===== src/rtl/ad7606_serial_rx_param.sv =====
// ad7606_serial_rx_param: serial-mode AD7606 capture engine driving RESET/CONVST/CS/SCLK
// and presenting one packed frame per conversion with a single-cycle valid strobe.
module ad7606_serial_rx_param #(
  parameter int CH_NUM       = 8,
  parameter int BITS         = 16,
  parameter int DOUT_LINES   = 2,
  parameter int SCLK_DIV     = 1,
  parameter int CNV_PULSE    = 2,
  parameter int USE_BUSY     = 1,
  parameter int CONV_WAIT    = 60,
  parameter int BUSY_TIMEOUT = 1023,
  parameter int RST_CYCLES   = 4
) (
  input  logic                   clkin,
  input  logic                   rst_n,
  input  logic                   conv_start,
  output logic                   busy_o,
  output logic                   frame_valid,
  output logic [CH_NUM*BITS-1:0] frame_data,
  output logic                   timeout_err,
  output logic                   yad_rst,
  output logic                   yad_cvn,
  output logic                   yad_cs,
  output logic                   yad_ck,
  input  logic                   yad_busy,
  input  logic                   yad_sa,
  input  logic                   yad_sb
);
  localparam int FW = CH_NUM * BITS;
  localparam int LB = FW / DOUT_LINES;
  localparam int M0 = RST_CYCLES > CNV_PULSE ? RST_CYCLES : CNV_PULSE;
  localparam int M1 = CONV_WAIT > BUSY_TIMEOUT ? CONV_WAIT : BUSY_TIMEOUT;
  localparam int CW = $clog2((M0 > M1 ? M0 : M1) + 1);
  localparam int TW = $clog2(2 * LB + 1);
  localparam logic [2:0] ST_RST   = 3'd0;
  localparam logic [2:0] ST_IDLE  = 3'd1;
  localparam logic [2:0] ST_CONV  = 3'd2;
  localparam logic [2:0] ST_WAIT  = 3'd3;
  localparam logic [2:0] ST_SHIFT = 3'd4;
  localparam logic [2:0] ST_DONE  = 3'd5;

  logic [2:0]    state;
  logic [CW-1:0] cnt;
  logic [3:0]    div;
  logic [TW-1:0] tog;
  logic [LB-1:0] sh_a, sh_b;
  logic          busy_m, busy_s;
  logic [FW-1:0] pack;
  logic          wait_done, wait_abort;

  // the first two WAIT cycles are blind: BUSY needs time to rise through the synchroniser
  assign wait_done  = USE_BUSY != 0 ? (cnt >= CW'(2) && !busy_s) : (cnt == CW'(CONV_WAIT - 1));
  assign wait_abort = USE_BUSY != 0 && cnt == CW'(BUSY_TIMEOUT - 1);

  if (DOUT_LINES == 2) begin : g_two
    assign pack = {sh_a, sh_b};
  end else begin : g_one
    assign pack = sh_a;
  end

  always_ff @(posedge clkin or negedge rst_n)
    if (!rst_n) begin
      state       <= ST_RST;
      cnt         <= '0;
      div         <= '0;
      tog         <= '0;
      sh_a        <= '0;
      sh_b        <= '0;
      busy_m      <= 1'b0;
      busy_s      <= 1'b0;
      yad_rst     <= 1'b1;
      yad_cvn     <= 1'b0;
      yad_cs      <= 1'b1;
      yad_ck      <= 1'b1;
      frame_valid <= 1'b0;
      timeout_err <= 1'b0;
      frame_data  <= '0;
      busy_o      <= 1'b1;
    end else begin
      busy_m      <= yad_busy;
      busy_s      <= busy_m;
      frame_valid <= 1'b0;
      timeout_err <= 1'b0;
      case (state)
        ST_RST:
          if (cnt == CW'(RST_CYCLES - 1)) begin
            yad_rst <= 1'b0;
            busy_o  <= 1'b0;
            cnt     <= '0;
            state   <= ST_IDLE;
          end else cnt <= cnt + CW'(1);
        ST_IDLE: begin
          busy_o <= conv_start;
          if (conv_start) begin
            yad_cvn <= 1'b1;
            cnt     <= '0;
            state   <= ST_CONV;
          end
        end
        ST_CONV:
          if (cnt == CW'(CNV_PULSE - 1)) begin
            yad_cvn <= 1'b0;
            cnt     <= '0;
            state   <= ST_WAIT;
          end else cnt <= cnt + CW'(1);
        ST_WAIT:
          if (wait_done) begin
            yad_cs <= 1'b0;
            cnt    <= '0;
            div    <= '0;
            tog    <= '0;
            state  <= ST_SHIFT;
          end else if (wait_abort) begin
            timeout_err <= 1'b1;
            cnt         <= '0;
            state       <= ST_IDLE;
          end else cnt <= cnt + CW'(1);
        ST_SHIFT:
          if (div != 4'(SCLK_DIV - 1)) div <= div + 4'd1;
          else begin
            div <= '0;
            if (tog == TW'(2 * LB)) begin
              yad_cs <= 1'b1;
              state  <= ST_DONE;
            end else begin
              yad_ck <= ~yad_ck;
              tog    <= tog + TW'(1);
              // data is taken at the end of each low phase, as SCLK is driven back high
              if (!yad_ck) begin
                sh_a <= {sh_a[LB-2:0], yad_sa};
                sh_b <= {sh_b[LB-2:0], yad_sb};
              end
            end
          end
        ST_DONE: begin
          frame_data  <= pack;
          frame_valid <= 1'b1;
          state       <= ST_IDLE;
        end
        default: state <= ST_RST;
      endcase
    end
endmodule


===== config.mk =====
export PLATFORM = sky130hd
export DESIGN_NAME = ad7606_serial_rx_param
export DESIGN_NICKNAME = d
export VERILOG_FILES = /design/src/rtl/ad7606_serial_rx_param.sv
export SDC_FILE = /design/constraint.sdc
export NUM_CORES = 1
export LEC_CHECK = 0
export BUFFER_PORTS_ARGS = -buffer_cell sky130_fd_sc_hd__buf_2
export CORE_MARGIN = 1
export CORE_UTILIZATION = 62
export DETAILED_ROUTE_END_ITERATION = 12
export HOLD_SLACK_MARGIN = 0.03
export PLACE_DENSITY_LB_ADDON = 0.12
export SLEW_MARGIN = 0
export SYNTH_ARGS = -nofsm -noshare
export SYNTH_HDL_FRONTEND = slang
export SYNTH_SLANG_ARGS = --single-unit

===== constraint.sdc =====
create_clock -name clkin -period 3.4 [get_ports clkin]
set_input_delay 0.68 -clock clkin [delete_from_list [all_inputs] [get_ports clkin]]
set_output_delay 0.68 -clock clkin [all_outputs]
set_load 0.05 [all_outputs]

==> results of run 1 <==
-- worst max path at each step --
stage / to / slack [ps] / cells after the start
after floorplan: sh_a[0]$_DFFE_PN0P_ / 1340 / 8
after global placement: sh_b[46]$_DFFE_PN0P_ / 970 / 6
after detailed placement: sh_b[46]$_DFFE_PN0P_ / 920 / 6
after CTS: sh_b[44]$_DFFE_PN0P_ / 900 / 7
after global routing: sh_b[38]$_DFFE_PN0P_ / 760 / 6
final: sh_b[44]$_DFFE_PN0P_ / 870 / 7
-- cell usage in the layout, fill, tap and decap left out, types with 4 or more instances in the layout --
master	synthesis	final
nand2_1	399	399
dfrtp_1	286	286
buf_2	3	139
mux2_4	100	100
clkbuf_16	0	29
nor2_1	21	21
mux2_2	19	19
inv_1	13	12
nand3_1	11	11
mux2_1	10	10
a21oi_1	10	10
clkinv_2	0	9
o21ai_0	8	8
ha_1	7	7
o31ai_1	6	6
clkbuf_8	0	6
buf_12	0	6
or4_1	4	4
nor3_1	4	4
a21o_1	4	4
dfstp_2	4	4
clkbuf_1	31	4
buf_4	1	4
-- flip-flops by register name, indices dropped and copies added (netlist names), 3 cells and up --
| name | cells |
|---|---|
| frame_data | 128 |
| sh_a | 64 |
| sh_b | 64 |
| cnt | 10 |
| tog | 8 |
| div | 4 |
| state | 3 |
-- through the flow --
stage	hold WS, ps	setup WS (ps)	total power [W]	util (%)	cells
3_5_place_dp	347	916	0.00360	68.1	1353
4_1_cts	90.7	899	0.00666	73.1	1406
5_1_grt	100	757	0.00680	73.1	1406
3_3_place_gp	346	973	0.00360	68.1	1353
6_report	82.5	873	0.00659	73.1	1406
2_1_floorplan	331	1340	0.00352	-	1019
-- kinds of logic after synthesis --
family          Yosys count
buf+inv                  63
xor+xnor                  2
simple gates            465
fa+ha+maj                 7
compound gates           61
flops                   290
mux                     131
-- worst max-delay path: cells and delay by family (launching register included) --
family | cells | cell delay (ps)
adder cells (fa/ha/maj) | 1 | 140
buffers and inverters | 2 | 380
flip-flops | 1 | 420
multiplexers | 1 | 340
AND/OR/NAND/NOR | 3 | 1080
-- per-layer routing --
| layer | track usage, % | vias up |
|---|---|---|
| met2 | 35.6 | 160 |
| met5 | 0 | - |
| met3 | 3.19 | 34 |
| met4 | 4.63 | 0 |
| met1 | 35.9 | 3751 |
| li1 | - | 3616 |
-- power by group --
part           total [W]  switching, W  internal [W]
combinational  0.0000804     0.0000675     0.0000129
sequential       0.00346    0.00000185       0.00345
clock            0.00305       0.00128       0.00177
-- cell type report --
class                   instances  area (sq um)
flip-flops and latches        290          7260
fillers                      1300          5050
multi-input cells             666          4320
repair buffers                150           861
clock buffers                  39           823
well taps                     234           293
clock inverters                14           106
inverters                      13          51.3
==> results.json, run 1 <==
{
  "outcome": "completed",
  "critical_path_class": "flop to flop",
  "core_area_sq_mm": 0.0188,
  "fin_nets": 1163,
  "synth_common_cells": "nand2_1 (399), dfrtp_1 (286), mux2_4 (100)",
  "leakage_nw": 7.86,
  "start_util_pct": 63.5,
  "dp_hpwl_um": 13500,
  "grt_overflow_total": 0,
  "ys_top_cells_by_area": "dfrtp_1 (60%), mux2_4 (13%), nand2_1 (13%)",
  "path_cells": "inv_1, ha_1, nor3b_1, nor2_1, or4_4, buf_12, mux2_4",
  "hold_viol_final": 0,
  "synth_cell_types": 61,
  "rrSetupSlack_ps": 870,
  "clkSlewWorstSetupHoldPaths_ps": 60,
  "worst_setup_path_end_kind": "flop",
  "fp.dieH_um": 141,
  "route.detailed.drc": 0,
  "tightest_slew_ps": 739,
  "hold_path.class": "input pin to asynchronous set/reset pin",
  "cts_max_path_buffers": 3,
  "synth_edf_count": 0,
  "clockRootBuffer": "clkbuf_16",
  "period_needed_ps": 2530,
  "cts_num_sinks": 290,
  "mappedNetlistArea_sq_mm": 0.0119,
  "synth_nets": 1032,
  "power_density_mw_per_mm2": 480,
  "cts_hold_buf": 0,
  "cts_tree": "done",
  "r2r_cells": 7,
  "wl_met2_um": 10100,
  "grt_pass1_vias": 7374,
  "final_area_sq_mm": 0.0137,
  "place_congestion": 0.849,
  "cp_slowest_stage_delay_ps": 710,
  "startpoint": "div[0]$_DFFE_PN0P_",
  "ys_warn_count": 0,
  "required_ps": 3810,
  "vdd_drop_max_v": 0.000380,
  "grtUsageTotal_pct": 23.2,
  "grt_pass1_wl_um": 37500,
  "detail-route-antenna-nets": 0,
  "synth.area.mux_share_pct": 15.5,
  "final_layout_size_suffix_gt1_share_pct": 28.7,
  "slew_violations": 0,
  "fmax_ghz": 0.396,
  "avgSynthCellArea_sq_um": 11.7,
  "relSlewSlack_pct": 50.7,
  "routed_wl_um": 22200,
  "num_rows": 50,
  "synth_top_family_by_area": "simple AND/OR/NAND/NOR gates",
  "syn_inst": 1019,
  "tns_ps": 0,
  "m1WireLength_um": 10800,
  "dr_total_vias": 7561,
  "clk_latency_ps": 540,
  "synth_top_area_cell": "dfrtp_1",
  "drt_iter0_markers": 473,
  "postSynth.asyncResetShare_pct": 100,
  "post_cts_resized": 0,
  "area_growth_pct": 15.0,
  "h-tree-depth": 1,
  "synth_top_area_share_pct": 60.0,
  "r2r-end": "sh_b[44]$_DFFE_PN0P_",
  "timing.rr.start": "div[0]$_DFFE_PN0P_",
  "arrival_ps": 2940,
  "synth_ff_type": "dfrtp_1",
  "max_cap_viol_count": 0,
  "grt_max_degree": 82,
  "die_area_sq_mm": 0.0198,
  "vias_per_cell": 5.38,
  "cp_slowest_cell": "or4_4",
  "dr_wl_met3_um": 924,
  "cts_buffers": 29,
  "yosysMostFrequentCell": "nand2_1",
  "ys_ff_latch": 290,
  "period_share_pct": 74.3,
  "synth-compound-area-share_pct": 3.95,
  "synthAdderAreaFrac_pct": 0.735,
  "crit_fanout": 50,
  "setup_viol": 0,
  "top_layer_used": "met4",
  "synth-simple-area-share_pct": 15.9,
  "io_buffers": 140,
  "cp-start-kind": "flop",
  "wl_per_cell_um": 15.8,
  "insertedDiodeCount": 0,
  "yosys.area_share.xor_xnor_pct": 0.147,
  "place_area_sq_mm": 0.0128,
  "fin_skew_ps": 18.5,
  "ys_seq_area_share_pct": 60.9,
  "pin_count": 141,
  "first_pass_iters": 6,
  "dieWidth_um": 141,
  "antenna_found_initial": 0,
  "post_cts_buffers": 0,
  "rsz0062_at_grt": "false"
}
(Power assumes the default switching activity.)
==> run 2, diff against run 1 <==
- CORE_UTILIZATION: 62 -> 52
- clock period: 3.4 -> 2.3 ns (I/O delays scaled with it)
==> run 2 against run 1 <==
  * Final cell count increased by 5.5%
  * Register-to-register slack got worse by 820 ps
  * Largest power group is now the clock network
  * Hold slack improved by 71 ps
==> results.json, run 2 (synthesis gave the netlist of run 1 again) <==
{
  "outcome": "completed",
  "power_density_mw_per_mm2": 748,
  "final_common_cell": "nand2_1",
  "regArea_sq_mm": 0.00726,
  "slew_violations": 0,
  "antenna_found_initial": 0,
  "cp_slowest_cell": "or4_4",
  "place_area_sq_mm": 0.0131,
  "required_ps": 2720,
  "num_rows": 55,
  "fp.dieH_um": 153,
  "dp_hpwl_um": 14400,
  "detail-route-antenna-nets": 0,
  "multiInputGateArea_sq_mm": 0.00432,
  "cp_slowest_stage_delay_ps": 670,
  "holdCritStartpoint": "yad_sb",
  "final_area_sq_mm": 0.0143,
  "r2r-end": "sh_b[14]$_DFFE_PN0P_",
  "nFillCells": 1825,
  "clkSlewWorstSetupHoldPaths_ps": 60,
  "insertedDiodeCount": 0,
  "drt_iter0_markers": 376,
  "first_pass_iters": 4,
  "hold_path.class": "input pin to flop",
  "die_area_sq_mm": 0.0235,
  "holdWs_ps": 154,
  "r2r_cells": 8,
  "cts_max_path_buffers": 3,
  "period_needed_ps": 2250,
  "grt_pass1_vias": 7627,
  "clockRootBuffer": "clkbuf_16",
  "fmax_ghz": 0.445,
  "grt_pass1_wl_um": 39000,
  "power.total_w": 0.0107,
  "core_area_sq_mm": 0.0226,
  "grt_max_degree": 129,
  "wl_per_cell_um": 15.5,
  "rsz0062_at_grt": "true",
  "vdd_drop_max_v": 0.000570,
  "hold_viol_final": 0,
  "tightest_slew_ps": 566,
  "cts_tree": "done",
  "max_cap_viol_count": 0,
  "timing.rr.start": "div[0]$_DFFE_PN0P_",
  "path_cells": "inv_1, ha_1, nor3b_2, nor2_1, or4_4, buf_6, buf_4, mux2_2",
  "fin_nets": 1191,
  "cp-start-kind": "flop",
  "setup_viol": 0,
  "period_share_pct": 97.8,
  "final_cell_mix": "nand2_1 (399), dfrtp_1 (286), buf_2 (139), mux2_4 (100), clkbuf_16 (30)",
  "cts_buffers": 30,
  "largest_reg_flops": 128,
  "worst_setup_path_end_kind": "flop",
  "reg_top3": "frame_data (128), sh_a (64), sh_b (64)",
  "fin_skew_ps": 16.3,
  "critical_path_class": "flop to flop",
  "area_growth_pct": 19.7,
  "vias_per_cell": 5.11,
  "dr_total_vias": 7587,
  "largest_register": "frame_data",
  "pin_count": 141,
  "hold_depth": 2,
  "hold_path_end": "sh_b[0]$_DFFE_PN0P_",
  "startpoint": "div[0]$_DFFE_PN0P_",
  "arrival_ps": 2670,
  "crit_fanout": 6,
  "route.detailed.drc": 0,
  "routed_wl_um": 23000,
  "place_congestion": 0.798,
  "cts_num_sinks": 290,
  "relSlewSlack_pct": 62.3,
  "tns_ps": 0,
  "leakage_nw": 8.13,
  "rrSetupSlack_ps": 50,
  "final_layout_size_suffix_gt1_share_pct": 30.4,
  "h-tree-depth": 1,
  "grt_overflow_total": 0,
  "grtUsageTotal_pct": 20.2,
  "start_util_pct": 52.8,
  "io_buffers": 140,
  "dieWidth_um": 153,
  "clk_latency_ps": 550
}
-- run 2: changes by cell type in the layout (fill, tap and decap cells not counted), sizes merged --
| cell | delta |
|---|---|
| clkinvlp | -3 |
| bufinv | +7 |
| inv | -1 |
| buf | +25 |
| clkbuf | -1 |
| dlygate4sd3 | +2 |
| clkinv | -2 |
-- run 2: worst max-delay path by stage --
| stage | end | slack [ps] | cells after the start |
|---|---|---|---|
| 2_1_floorplan | sh_a[0]$_DFFE_PN0P_ | 240 | 8 |
| 3_5_place_dp | sh_b[54]$_DFFE_PN0P_ | 30 | 7 |
| 6_report | sh_b[14]$_DFFE_PN0P_ | 50 | 8 |
| 4_1_cts | sh_b[62]$_DFFE_PN0P_ | 10 | 7 |
| 5_1_grt | sh_b[62]$_DFFE_PN0P_ | -10 | 7 |
| 3_3_place_gp | sh_b[51]$_DFFE_PN0P_ | 60 | 7 |
-- run 2: worst max-delay path: cells and delay by family, from the launching register on --
kind	cells	cell delay, ps
simple gates	3	920
buf+inv	3	410
flops	1	410
mux	1	270
fa+ha+maj	1	140
-- run 2: layout make-up --
| class | count | area share (%) |
|---|---|---|
| flip-flops and latches | 290 | 50.9 |
| multi-input cells | 666 | 30.3 |
| repair buffers | 177 | 8.04 |
| clock buffers | 38 | 5.89 |
| well taps | 285 | 2.50 |
| clock inverters | 15 | 2.01 |
| inverters | 13 | 0.360 |
-- run 2: report_power, final --
group	switching, W	internal (W)	total (W)	leakage, nW
registers	0.00000264	0.00511	0.00511	4.00
clock network	0.00197	0.00346	0.00543	0.559
logic	0.000103	0.0000278	0.000131	3.57
-- run 2: stage by stage --
step | utilization, % | setup slack [ps] | instances
after CTS | 63.1 | 15.0 | 1482
after floorplan | - | 238 | 1019
after global placement | 58.0 | 55.5 | 1427
after global routing | 63.2 | -10.6 | 1484
after detailed placement | 58.0 | 31.4 | 1427
final | 63.2 | 51.2 | 1484
-- run 2: routing by layer --
metal  part of all wire (%)  vias to the layer above  track usage, %
li1                       -                     3677               -
met1                     48                     3751            29.0
met2                     46                      124            32.0
met3                    4.1                       35            3.69
met4                    1.8                        0            4.62
met5                      0                        -               0
-- run 2: what timing repair did --
action                                  4_1_cts  5_1_grt
gates resized for setup                       0        5
endpoints found under the setup margin        0       97
endpoints found under the hold margin        53        0
hold buffers                                  2        0
setup buffers                                 0        2
==> run 3, diff against run 2 <==
- BUFFER_PORTS_ARGS: -buffer_cell sky130_fd_sc_hd__buf_2 -> default
- CORE_UTILIZATION: 52 -> 65
- DONT_BUFFER_PORTS: default -> 1
- clock period: 2.3 -> 2.65 ns (I/O delays scaled with it)
==> run 3 against run 2 <==
  * Register-to-register slack better by 220 ps
  * Clock power down 25%
  * Global-route usage up 3.0 points
  * The run now ends with hold timing left
  * First-iteration DRC count up 34%
  * Clock skew about the same
  * Count of clock-buffer cells in the layout up 5
  * Wire length down 5.9%
  * Sequential power down 13%
  * Hold slack worse by 450 ps
==> results.json, run 3 (synthesis gave the netlist of run 1 again) <==
{
  "required_ps": 3070,
  "largest_reg_flops": 128,
  "p_int_w": 0.00688,
  "cp-start-kind": "flop",
  "place_congestion": 0.833,
  "insertedDiodeCount": 0,
  "drt_iter0_markers": 504,
  "period_share_pct": 89.9,
  "p_sw_share_pct": 19.2,
  "violations": "hold timing",
  "core_area_sq_mm": 0.0180,
  "cts_max_path_buffers": 3,
  "setup_viol": 0,
  "area_growth_pct": 9.42,
  "fmax_ghz": 0.420,
  "vdd_drop_max_v": 0.000721,
  "clkSlewWorstSetupHoldPaths_ps": 60,
  "dp_hpwl_um": 12700,
  "cts_num_sinks": 290,
  "dp_slack_ps": 318,
  "worst_setup_path_end_kind": "flop",
  "first_pass_iters": 4,
  "rsz0062_at_grt": "false",
  "pwr-share-clk_pct": 47.9,
  "reg_top3": "frame_data (128), sh_a (64), sh_b (64)",
  "grt_pass1_vias": 6875,
  "fin_skew_ps": 16.1,
  "worst_slack_ps": 268,
  "final_layout_size_suffix_gt1_share_pct": 18.8,
  "cts_buffers": 29,
  "cts_tree": "done",
  "tightest_slew_ps": 768,
  "dr_total_vias": 7068,
  "crit_fanout": 73,
  "h-tree-depth": 1,
  "fin_nets": 1028,
  "relSlewSlack_pct": 48.8,
  "grt_max_degree": 291,
  "num_rows": 49,
  "hold_viol_final": 286,
  "clk_latency_ps": 540,
  "slew_violations": 0,
  "dieWidth_um": 137,
  "grt_pass1_wl_um": 34700,
  "die_area_sq_mm": 0.0189,
  "io_buffers": 0,
  "grt_overflow_total": 0,
  "leakage_nw": 7.10,
  "p_comb_share_pct": 0.1,
  "nFillCells": 1259,
  "power.total_w": 0.00852,
  "rrSetupSlack_ps": 270,
  "sequentialPowerShare_pct": 52.1,
  "antenna_found_initial": 0,
  "clockRootBuffer": "clkbuf_16",
  "period_needed_ps": 2380,
  "power_density_mw_per_mm2": 653,
  "fp.dieH_um": 137,
  "final_common_cell": "nand2_1",
  "grtUsageTotal_pct": 23.2,
  "final_area_sq_mm": 0.0130,
  "arrival_ps": 2800,
  "pin_count": 141,
  "finalCoreUtilization_pct": 72.6,
  "place_area_sq_mm": 0.0121,
  "route.detailed.drc": 0,
  "largest_register": "frame_data",
  "vias_per_cell": 5.58,
  "critical_path_class": "flop to flop",
  "holdWs_ps": -301,
  "cts_hold_buf": 1,
  "switchingPower_w": 0.00163,
  "tns_ps": 0,
  "wl_per_cell_um": 17.1,
  "max_cap_viol_count": 0,
  "hold_path.class": "input pin to asynchronous set/reset pin",
  "start_util_pct": 66.4,
  "final_cell_mix": "nand2_1 (399), dfrtp_1 (286), mux2_4 (100), clkbuf_16 (29), nor2_1 (21)",
  "detail-route-antenna-nets": 0,
  "routed_wl_um": 21600,
  "outcome": "complete, but fails checks"
}
[run 3: cell types whose count changed in the layout (fill, tap and decap cells not counted), sizes merged]
cell	change
clkinvlp	+2
buf	-161
dlygate4sd3	-1
clkinv	-3
bufinv	-5
inv	+1
clkbuf	+5
[run 3: final cells by class]
cell class,instances,area (sq um),share of cell area (%)
multi-input cells,666,4320,33.1
clock inverters,10,134,1.03
inverters,13,51.3,0.393
well taps,229,287,2.20
flip-flops and latches,290,7260,55.7
clock buffers,43,828,6.35
repair buffers,15,165,1.27
[run 3: what timing repair did]
action / in CTS / in global routing
endpoints found under the hold margin: 291 / 290
resized for setup: 0 / 0
buffers inserted: 0 / 0
[run 3: per-stage QoR]
stage,hold slack (ps),cells
after floorplan,234,1019
after CTS,-325,1266
after global placement,241,1212
after detailed placement,239,1212
after global routing,-329,1266
final,-301,1266
[run 3: worst max-delay path, cell delays in order (launching register included)]
cell and delay (ps):
dfrtp_1 410, inv_1 70, ha_1 130, nor3b_1 210, nor2_1 90, or4_4 590
buf_12 270, mux2_4 390
[run 3: path summary, 6_finish.rpt]
path / from / to / depth (start not counted)
setup / recovery: div[0]$_DFFE_PN0P_ / sh_b[49]$_DFFE_PN0P_ / 7
setup reg to reg: div[0]$_DFFE_PN0P_ / sh_b[49]$_DFFE_PN0P_ / 7
hold / removal: rst_n / frame_data[113]$_DFFE_PN0P_ / 0
max in group asynchronous: rst_n / yad_rst$_DFFE_PN1P_ / 0
hold reg to reg: busy_m$_DFF_PN0_ / busy_s$_DFF_PN0_ / 0
min in group clkin: yad_sa / sh_a[0]$_DFFE_PN0P_ / 1
[run 3: per-layer routing]
metal | vias to the layer above | wire length (um) | global-route usage (%)
met4 | 0 | 391 | 5.31
met5 | - | 0 | 0
met1 | 3533 | 9600 | 32.5
met3 | 28 | 1410 | 5.81
li1 | 3352 | - | -
met2 | 155 | 10200 | 36.4
[run 3: power groups by stage]
stage	clock network, W	registers [W]	logic (W)
finish	0.00408	0.00443	0.00000533
global route	0.00433	0.00443	0.00000572
CTS	0.00417	0.00443	0.00000525
detailed placement	0	0.00451	0.00000417
global placement	0	0.00451	0.00000387
floorplan	0	0.00452	0.00000355
